`src/rtl/hazard_unit_pkg.sv`:
```
// Shared types for the dual-ISA pipeline hazard controller.
// Forwarding selects, FSM states and default register-index constants.
package hazard_pkg;

  localparam int REG_W_DEF  = 5;
  localparam int PC_REG_DEF = 15;

  typedef enum logic [1:0] {
    FWD_RF = 2'b00,
    FWD_W  = 2'b01,
    FWD_M  = 2'b10
  } fwd_sel_t;

  typedef enum logic [1:0] {
    RUN   = 2'b00,
    PCW_E = 2'b01,
    PCW_M = 2'b10,
    PCW_W = 2'b11
  } hz_state_t;

endpackage

```
`src/rtl/hazard_unit_if.sv`:
```
// Pipeline <-> hazard controller bundle: register ids and status in, stall/flush/forward controls out.
// master = the pipeline stages, slave = hazard_unit.
interface hazard_if #(
  parameter int REG_W = 5
);
  import hazard_pkg::*;

  logic             arm;
  logic [REG_W-1:0] Rs1D, Rs2D, Rs1E, Rs2E;
  logic [REG_W-1:0] RdE, RdM, RdW;
  logic             LoadE, RegWriteM, RegWriteW;
  logic             RVPCSrcE, BranchTakenE;
  logic             PCWriteD, PCSrcE, PCSrcW;
  logic             DmemReadyM;

  logic             StallF, StallD, StallE, StallM;
  logic             FlushD, FlushE, FlushW;
  fwd_sel_t         ForwardAE, ForwardBE;

  modport master (
    output arm, Rs1D, Rs2D, Rs1E, Rs2E, RdE, RdM, RdW,
           LoadE, RegWriteM, RegWriteW, RVPCSrcE, BranchTakenE,
           PCWriteD, PCSrcE, PCSrcW, DmemReadyM,
    input  StallF, StallD, StallE, StallM, FlushD, FlushE, FlushW,
           ForwardAE, ForwardBE
  );

  modport slave (
    input  arm, Rs1D, Rs2D, Rs1E, Rs2E, RdE, RdM, RdW,
           LoadE, RegWriteM, RegWriteW, RVPCSrcE, BranchTakenE,
           PCWriteD, PCSrcE, PCSrcW, DmemReadyM,
    output StallF, StallD, StallE, StallM, FlushD, FlushE, FlushW,
           ForwardAE, ForwardBE
  );

endinterface

```
`src/rtl/hazard_unit_fwd_sel.sv`:
```
// ALU operand forwarding select for one source register; purely combinational.
// M stage wins over W; ARM R15 and RISC-V x0 are never forwarded.
module fwd_sel
  import hazard_pkg::*;
#(
  parameter int REG_W  = REG_W_DEF,
  parameter int PC_REG = PC_REG_DEF
) (
  input  logic             arm,
  input  logic [REG_W-1:0] rs,
  input  logic [REG_W-1:0] rdM,
  input  logic [REG_W-1:0] rdW,
  input  logic             regWriteM,
  input  logic             regWriteW,
  output fwd_sel_t         sel
);

  localparam logic [3:0] PC_IDX = 4'(PC_REG);

  // ARM only has 16 registers, so bit 4 is ignored in that mode.
  function automatic logic regEq(input logic a, input logic [REG_W-1:0] x,
                                 input logic [REG_W-1:0] y);
    return a ? (x[3:0] == y[3:0]) : (x == y);
  endfunction

  function automatic logic regValid(input logic a, input logic [REG_W-1:0] r);
    return a ? (r[3:0] != PC_IDX) : (r != '0);
  endfunction

  logic hitM, hitW;

  assign hitM = regWriteM & regEq(arm, rdM, rs) & regValid(arm, rdM);
  assign hitW = regWriteW & regEq(arm, rdW, rs) & regValid(arm, rdW);

  always_comb begin
    sel = FWD_RF;
    if (hitM)      sel = FWD_M;
    else if (hitW) sel = FWD_W;
  end

endmodule

```
`src/rtl/hazard_unit.sv`:
```
// Stall/flush/forward controller for the dual-ISA 5-stage core; controls are same-cycle combinational.
// Only the ARM R15-write sequencer state is registered; a data-memory wait freezes F..M and the FSM.
module hazard_unit
  import hazard_pkg::*;
#(
  parameter int REG_W  = REG_W_DEF,
  parameter int PC_REG = PC_REG_DEF
) (
  input  logic     clk,
  input  logic     rst,
  hazard_if.slave  hz
);

  hz_state_t state;
  fwd_sel_t  selA, selB;
  logic      redirect, ldStall, ldHit;

  function automatic logic regEq(input logic a, input logic [REG_W-1:0] x,
                                 input logic [REG_W-1:0] y);
    return a ? (x[3:0] == y[3:0]) : (x == y);
  endfunction

  fwd_sel #(.REG_W(REG_W), .PC_REG(PC_REG)) u_fwdA (
    .arm(hz.arm), .rs(hz.Rs1E), .rdM(hz.RdM), .rdW(hz.RdW),
    .regWriteM(hz.RegWriteM), .regWriteW(hz.RegWriteW), .sel(selA)
  );

  fwd_sel #(.REG_W(REG_W), .PC_REG(PC_REG)) u_fwdB (
    .arm(hz.arm), .rs(hz.Rs2E), .rdM(hz.RdM), .rdW(hz.RdW),
    .regWriteM(hz.RegWriteM), .regWriteW(hz.RegWriteW), .sel(selB)
  );

  assign redirect = hz.arm ? hz.BranchTakenE : hz.RVPCSrcE;
  assign ldHit    = regEq(hz.arm, hz.RdE, hz.Rs1D) | regEq(hz.arm, hz.RdE, hz.Rs2D);
  assign ldStall  = hz.LoadE & ldHit & (hz.arm | (hz.RdE != '0));

  // R15 write sequencer: hold fetch until the new PC reaches W.
  always_ff @(posedge clk) begin
    if (rst) begin
      state <= RUN;
    end else if (hz.DmemReadyM) begin
      unique case (state)
        RUN:   if (hz.arm & hz.PCWriteD & ~redirect & ~ldStall) state <= PCW_E;
        PCW_E: state <= (hz.arm & hz.PCSrcE) ? PCW_M : RUN;
        PCW_M: state <= hz.arm ? PCW_W : RUN;
        PCW_W: state <= RUN;
        default: state <= RUN;
      endcase
    end
  end

  always_comb begin
    hz.StallF    = 1'b0;
    hz.StallD    = 1'b0;
    hz.StallE    = 1'b0;
    hz.StallM    = 1'b0;
    hz.FlushD    = 1'b0;
    hz.FlushE    = 1'b0;
    hz.FlushW    = 1'b0;
    hz.ForwardAE = rst ? FWD_RF : selA;
    hz.ForwardBE = rst ? FWD_RF : selB;

    if (rst) begin
      hz.FlushD = 1'b1;
      hz.FlushE = 1'b1;
    end else if (~hz.DmemReadyM) begin
      hz.StallF = 1'b1;
      hz.StallD = 1'b1;
      hz.StallE = 1'b1;
      hz.StallM = 1'b1;
      hz.FlushW = 1'b1;
    end else if (redirect) begin
      hz.FlushD = 1'b1;
      hz.FlushE = 1'b1;
    end else if (state != RUN) begin
      // Fetch runs again once the write is known dead (PCW_E abort) or lands (PCW_W).
      hz.FlushD = 1'b1;
      hz.StallF = ~(((state == PCW_E) & ~hz.PCSrcE) | (state == PCW_W));
    end else if (ldStall) begin
      hz.StallF = 1'b1;
      hz.StallD = 1'b1;
      hz.FlushE = 1'b1;
    end
  end

endmodule

```
`src/flat_wrapper.sv`:
```
// flat-port wrapper written by rule: the top's interface ports become plain ports
module hazard_unit_flat import hazard_pkg::*;
#(
  parameter int REG_W  = REG_W_DEF,
  parameter int PC_REG = PC_REG_DEF
)
  (clk, rst, hz_arm, hz_Rs1D, hz_Rs2D, hz_Rs1E, hz_Rs2E, hz_RdE, hz_RdM, hz_RdW, hz_LoadE, hz_RegWriteM, hz_RegWriteW, hz_RVPCSrcE, hz_BranchTakenE, hz_PCWriteD, hz_PCSrcE, hz_PCSrcW, hz_DmemReadyM, hz_StallF, hz_StallD, hz_StallE, hz_StallM, hz_FlushD, hz_FlushE, hz_FlushW, hz_ForwardAE, hz_ForwardBE);
  hazard_if #(.REG_W(REG_W)) hz_i ();
  input  logic clk;
  input  logic rst;
  input wire logic [$bits(hz_i.arm)-1:0] hz_arm;
  input wire logic [$bits(hz_i.Rs1D)-1:0] hz_Rs1D;
  input wire logic [$bits(hz_i.Rs2D)-1:0] hz_Rs2D;
  input wire logic [$bits(hz_i.Rs1E)-1:0] hz_Rs1E;
  input wire logic [$bits(hz_i.Rs2E)-1:0] hz_Rs2E;
  input wire logic [$bits(hz_i.RdE)-1:0] hz_RdE;
  input wire logic [$bits(hz_i.RdM)-1:0] hz_RdM;
  input wire logic [$bits(hz_i.RdW)-1:0] hz_RdW;
  input wire logic [$bits(hz_i.LoadE)-1:0] hz_LoadE;
  input wire logic [$bits(hz_i.RegWriteM)-1:0] hz_RegWriteM;
  input wire logic [$bits(hz_i.RegWriteW)-1:0] hz_RegWriteW;
  input wire logic [$bits(hz_i.RVPCSrcE)-1:0] hz_RVPCSrcE;
  input wire logic [$bits(hz_i.BranchTakenE)-1:0] hz_BranchTakenE;
  input wire logic [$bits(hz_i.PCWriteD)-1:0] hz_PCWriteD;
  input wire logic [$bits(hz_i.PCSrcE)-1:0] hz_PCSrcE;
  input wire logic [$bits(hz_i.PCSrcW)-1:0] hz_PCSrcW;
  input wire logic [$bits(hz_i.DmemReadyM)-1:0] hz_DmemReadyM;
  output wire logic [$bits(hz_i.StallF)-1:0] hz_StallF;
  output wire logic [$bits(hz_i.StallD)-1:0] hz_StallD;
  output wire logic [$bits(hz_i.StallE)-1:0] hz_StallE;
  output wire logic [$bits(hz_i.StallM)-1:0] hz_StallM;
  output wire logic [$bits(hz_i.FlushD)-1:0] hz_FlushD;
  output wire logic [$bits(hz_i.FlushE)-1:0] hz_FlushE;
  output wire logic [$bits(hz_i.FlushW)-1:0] hz_FlushW;
  output wire logic [$bits(hz_i.ForwardAE)-1:0] hz_ForwardAE;
  output wire logic [$bits(hz_i.ForwardBE)-1:0] hz_ForwardBE;
  assign hz_i.arm = hz_arm;
  assign hz_i.Rs1D = hz_Rs1D;
  assign hz_i.Rs2D = hz_Rs2D;
  assign hz_i.Rs1E = hz_Rs1E;
  assign hz_i.Rs2E = hz_Rs2E;
  assign hz_i.RdE = hz_RdE;
  assign hz_i.RdM = hz_RdM;
  assign hz_i.RdW = hz_RdW;
  assign hz_i.LoadE = hz_LoadE;
  assign hz_i.RegWriteM = hz_RegWriteM;
  assign hz_i.RegWriteW = hz_RegWriteW;
  assign hz_i.RVPCSrcE = hz_RVPCSrcE;
  assign hz_i.BranchTakenE = hz_BranchTakenE;
  assign hz_i.PCWriteD = hz_PCWriteD;
  assign hz_i.PCSrcE = hz_PCSrcE;
  assign hz_i.PCSrcW = hz_PCSrcW;
  assign hz_i.DmemReadyM = hz_DmemReadyM;
  assign hz_StallF = hz_i.StallF;
  assign hz_StallD = hz_i.StallD;
  assign hz_StallE = hz_i.StallE;
  assign hz_StallM = hz_i.StallM;
  assign hz_FlushD = hz_i.FlushD;
  assign hz_FlushE = hz_i.FlushE;
  assign hz_FlushW = hz_i.FlushW;
  assign hz_ForwardAE = hz_i.ForwardAE;
  assign hz_ForwardBE = hz_i.ForwardBE;
  hazard_unit #(.REG_W(REG_W), .PC_REG(PC_REG)) u_core (.clk(clk), .rst(rst), .hz(hz_i));
endmodule
```
`config.mk`:
```
export PLATFORM = sky130hd
export DESIGN_NAME = hazard_unit_flat
export DESIGN_NICKNAME = d
export VERILOG_FILES = /design/src/rtl/hazard_unit_pkg.sv /design/src/rtl/hazard_unit_if.sv /design/src/rtl/hazard_unit_fwd_sel.sv /design/src/rtl/hazard_unit.sv /design/src/flat_wrapper.sv
export SDC_FILE = /design/constraint.sdc
export NUM_CORES = 1
export LEC_CHECK = 0
export BUFFER_PORTS_ARGS = -buffer_cell sky130_fd_sc_hd__buf_4
export CORE_UTILIZATION = 40
export DETAILED_ROUTE_END_ITERATION = 10
export PLACE_DENSITY = 0.94
export SLEW_MARGIN = 20
export SYNTH_ARGS = -nofsm -noshare
export SYNTH_HDL_FRONTEND = slang
export SYNTH_SLANG_ARGS = --single-unit
```
`constraint.sdc`:
```
create_clock -name clk -period 3.1 [get_ports clk]
set_input_delay 0.62 -clock clk [delete_from_list [all_inputs] [get_ports clk]]
set_output_delay 0.62 -clock clk [all_outputs]
set_load 0.01 [all_outputs]
```
==> results of run 1 <==
[layout make-up]
class | instances | area [um^2] | share of cell area
multi-input combinational | 88 | 613 | 0.544
timing repair buffer | 56 | 420 | 0.373
sequential | 2 | 40.0 | 0.0355
clock buffer | 3 | 22.5 | 0.0200
tap | 16 | 20.0 | 0.0178
inverter | 3 | 11.3 | 0.00999
[critical path: cells and delay by family]
kind                   cells  cell delay [ns]
XOR/XNOR                   1             0.15
AND/OR/NAND/NOR            1             0.32
AO/OA/AOI/OAI              2             0.54
buffers and inverters      2             0.30
[kinds of logic (layout without fill, tap and decap cells)]
group	Yosys count	in the layout	synth area share
AOI/OAI and AO/OA	15	15	0.143
xor gates and xnor gates	30	30	0.374
buffers and inverters	7	62	0.0695
DFF	2	2	0.0570
and+or+nand+nor	43	43	0.357
[worst paths after layout]
path / startpoint / depth (start not counted) / to
worst max-delay path: hz_RdE[3] / 6 / hz_StallD
worst min-delay path: u_core.state[1] / 2 / u_core.state[1]
worst min register to register: u_core.state[1] / 2 / u_core.state[1]
worst max register to register: u_core.state[0] / 3 / u_core.state[0]
[report_power, final]
group | internal [uW] | switching, uW
Clock | 42.6 | 13.6
Combinational | 76.9 | 62.5
Sequential | 26.4 | 0.573
[through the flow]
step	cells	utilization	setup WS, ns	total power, uW	hold WS, ns
3_3_place_gp	165	0.701	0.610	159	0.471
3_5_place_dp	165	0.701	0.570	165	0.479
2_1_floorplan	97	-	0.873	89.3	0.450
5_1_grt	168	0.715	0.496	240	0.517
4_1_cts	168	0.715	0.564	224	0.489
6_report	168	0.715	0.544	223	0.489
[cells in the final DEF (no fill, tap or decap)]
master / count
a2111oi_2: 1
a21oi_1: 4
a22oi_1: 1
and2_1: 1
and3_1: 1
buf_4: 56
clkbuf_4: 3
dfxtp_1: 2
inv_1: 3
nand2_1: 8
nand2b_1: 2
nand3_1: 2
nand4_1: 3
nand4b_1: 2
nor2_1: 8
nor2b_1: 2
nor3_1: 1
nor3_2: 1
nor3b_2: 2
nor4_1: 6
o2111ai_1: 1
o21ai_0: 4
o21ai_1: 1
o22ai_1: 1
o31a_1: 1
o32ai_1: 1
or3_1: 1
or4_1: 3
xnor2_1: 12
xor2_1: 18
[layer usage]
metal / GRT usage / share of wire
met1: 0.279 / 0.36
met2: 0.499 / 0.55
met3: 0.0667 / 0.067
met4: 0.0970 / 0.019
met5: 0 / 0
==> reports/metrics.yaml, run 1 <==
async_flop_share: 0
final_nets: 201
port_buffers: 56
ios: 58
fin_crit_ns: 2.56
synth-seq-cells: 2
synth_top_area_frac: 0.225
crit_slowest_cell: "o32ai_1"
die_h_um: 43.9
yosys.cell_types.count: 30
period_share: 0.825
dr.pass1.iters: 7
rows: 14
top_regs: "u_core.state (2)"
cts_max_level: 1
yosys.cell_count.top_type: "xor2_1"
hold_viol_final: 0
crit_type: "in2out"
stdcell_area_um2: 1130
cp-start-kind: "primary input"
wl_per_cell_um: 14.1
clock-root-buffer: "clkbuf_4"
cts_buffer_depth: 2
worstHoldPathType: "reg2reg"
dpl_cell_area_um2: 1100
clk_pin_slew_ns: 0.03
viasPerCell: 5.65
cts_sinks: 2
antenna_found_initial: 0
synth_ff_type: "dfxtp_1"
crit_required_ns: 2.48
max_clock_freq_mhz: 391
crit_path_end_kind: "output pin"
ir_drop_v: 0.000167
gp_congestion: 0.825
fin_setup_tns_ns: 0
yosysTopAreaCell: "xor2_1"
setup_violations: 0
ys_warn_count: 0
seq_area_frac_synth: 0.0570
crit_fanout: 4
core-area_um2: 1580
synth-edff-count: 0
skew_ns: 0.00343
reg2reg_setup_slack_ns: 1.99
grt.total_usage: 0.264
crit_top_cell: "buf_4"
cts_buffers: 3
dieWidth_um: 43.9
initial_core_util: 0.445
top_register: "u_core.state"
die_area_um2: 1930
worstPathCellList: "buf_4, xor2_1, nor4_1, a22oi_1, o32ai_1, buf_4"
vias: 950
slew_headroom: 0.688
grt_first_pass_wirelength_mm: 3.93
crit_arrival_ns: 1.94
finalMaxSlewViolations: 0
grt_overflow: 0
drcViolationCount: 1
syn_inst: 97
yosys-top-cells-count: "xor2_1, xnor2_1, nand2_1, nor2_1, nor4_1"
max_cap_violations: 0
synth_area_um2: 702
syn_to_final_growth_pct: 60.6
grt_pass1_vias: 951
clkLatencyLatePin_ns: 0.22
synth_area_per_cell_um2: 7.24
cts_tree: "built"
grt_max_degree: 14
ant_nets: 0
largest_reg_flops: 2
drtIter0Drc: 28
synth_area_leaders: "xor2_1, xnor2_1, dfxtp_1"
ctsHoldBuffers: 0
rsz0062_at_grt: "no"
tightest_slew_ns: 0.467
status: "finished, violations left"
routed_wl_mm: 2.38
slowest_delay_ns: 0.33
drive_gt1_frac: 0.414
violations: "DRC"
num_antenna_cells: 0
powerDensity_nw_per_um2: 197
cts_setup_buffers: 0
leakagePower_uw: 0.000506
cts_resized: 0
dp_hpwl_mm: 1.96
synth_fp_nets: 144
fill_cells: 135
Note: power is estimated with default switching activity, not from simulation.
==> run 2, diff against run 1 <==
--- a/config.mk
+++ b/config.mk
@@ -6,9 +6,9 @@
 export NUM_CORES = 1
 export LEC_CHECK = 0
 export BUFFER_PORTS_ARGS = -buffer_cell sky130_fd_sc_hd__buf_4
-export CORE_UTILIZATION = 40
+export CORE_UTILIZATION = 35
 export DETAILED_ROUTE_END_ITERATION = 10
-export PLACE_DENSITY = 0.94
+export PLACE_DENSITY = 0.88
 export SLEW_MARGIN = 20
 export SYNTH_ARGS = -nofsm -noshare
 export SYNTH_HDL_FRONTEND = slang
==> constraint.sdc (replaced) <==
create_clock -name clk -period 2.3 [get_ports clk]
set_input_delay 0.46 -clock clk [delete_from_list [all_inputs] [get_ports clk]]
set_output_delay 0.46 -clock clk [all_outputs]
set_load 0.01 [all_outputs]
==> reports/metrics.yaml, run 2 (synthesis results as in run 1) <==
post-place-ws_ns: 0.121  # -0.449 ns
die_area_um2: 2190  # +14%
status: "finished clean"
cts_max_level: 1  # unchanged
port_buffers: 56  # unchanged
largest_reg_flops: 2  # unchanged
vias: 915  # -3.7%
crit_type: "in2out"
top_regs: "u_core.state (2)"
fin_crit_ns: 2.21
die_h_um: 46.8  # +6.6%
max_clock_freq_mhz: 453
slew_headroom: 0.729  # +0.0417
rsz0062_at_grt: "no"
final_util: 0.632  # -0.0831
routed_wl_mm: 2.27  # -4.5%
viasPerCell: 5.17  # -8.6%
fin_ws_ns: 0.0939  # -0.450 ns
top_register: "u_core.state"
initial_core_util: 0.390  # -0.0557
crit_required_ns: 1.84  # -0.64 ns
rows: 15  # +1
powerDensity_nw_per_um2: 269  # +36%
grt_first_pass_wirelength_mm: 3.50  # -11%
gp_congestion: 0.853  # +3.4%
period_share: 0.959
drive_gt1_frac: 0.414  # unchanged
dpl_cell_area_um2: 1120  # +1.0%
clock-root-buffer: "clkbuf_4"
drcViolationCount: 0  # -1
final_common_cell: "buf_4"
ant_nets: 0  # unchanged
num_antenna_cells: 0  # unchanged
worstHoldPathType: "in2reg"
dr.pass1.iters: 4  # -3
cp-start-kind: "primary input"
clkLatencyLatePin_ns: 0.23  # about the same
hold_ws_ns: 0.464  # -0.0242 ns
cts_resized: 0  # unchanged
antenna_found_initial: 0  # unchanged
crit_path_end_kind: "output pin"
crit_arrival_ns: 1.75  # -0.19 ns
grt_pass1_vias: 834  # -12%
wl_per_cell_um: 12.8  # -9.4%
ff_latch_area_um2: 40.0  # unchanged
fill_cells: 167  # +24%
leakagePower_uw: 0.000506  # unchanged
cts_sinks: 2  # unchanged
ir_drop_v: 0.000206  # +23%
cts_tree: "built"
max_cap_violations: 0  # unchanged
ios: 58  # unchanged
syn_to_final_growth_pct: 62.2
drtIter0Drc: 19  # -32%
cts_buffers: 3  # unchanged
core-area_um2: 1800  # +14%
tightest_slew_ns: 0.406  # -0.0608 ns
final_nets: 201  # unchanged
stdcell_area_um2: 1140  # +1.0%
cts_buffer_depth: 2  # unchanged
multi_input_area_um2: 613  # unchanged
setup_violations: 0  # unchanged
skew_ns: 0.0000656  # -0.00337 ns
dp_hpwl_mm: 1.95  # -0.53%
ctsHoldBuffers: 0  # unchanged
crit_fanout: 4  # unchanged
grt.total_usage: 0.226  # -0.0387
grt_max_degree: 14  # unchanged
layout_common_cells: "buf_4, xor2_1, xnor2_1"
fin_setup_tns_ns: 0  # unchanged
hold_viol_final: 0  # unchanged
cts_setup_buffers: 0  # unchanged
dieWidth_um: 46.8  # +6.6%
clk_pin_slew_ns: 0.03  # about the same
finalMaxSlewViolations: 0  # unchanged
grt_overflow: 0  # unchanged
run 2: worst paths after layout:
check | slack [ns] | end | depth (start not counted) | startpoint
worst max-delay path | 0.09 | hz_StallD | 6 | hz_RdE[3]
worst min-delay path | 0.46 | u_core.state[1] | 2 | rst
worst min register to register | 0.49 | u_core.state[1] | 2 | u_core.state[1]
worst max register to register | 1.18 | u_core.state[0] | 3 | u_core.state[0]
run 2: through the flow:
stage	total power, uW	cells
after global placement	216	174
after detailed placement	222	174
after global routing	331	177
after floorplan	120	97
after CTS	308	177
final	307	177
run 2: where the power goes:
group	internal [uW]	total (uW)	switching (uW)	leakage (uW)
registers	35.5	36.3	0.795	0.0000162
logic	103	187	83.1	0.000476
clock network	58.0	83.8	25.8	0.0000138
run 2: critical path: stages:
cell	delay, ns
buf_4	0.13
xor2_1	0.15
nor4_1	0.30
a22oi_1	0.21
o32ai_1	0.32
buf_4	0.17
run 2: layer usage:
layer,wire (um),global-route usage,part of all wire
met5,0,0,0
met4,14,0.0514,0.0062
met3,150,0.0731,0.066
met2,1190,0.397,0.53
met1,910,0.266,0.40
run 2: layout make-up:
type                    instances  area share
multi-input cells              88       0.538
repair buffers                 56       0.369
flip-flops and latches          2      0.0352
well taps                      25      0.0275
clock buffers                   3      0.0198
inverters                       3     0.00989
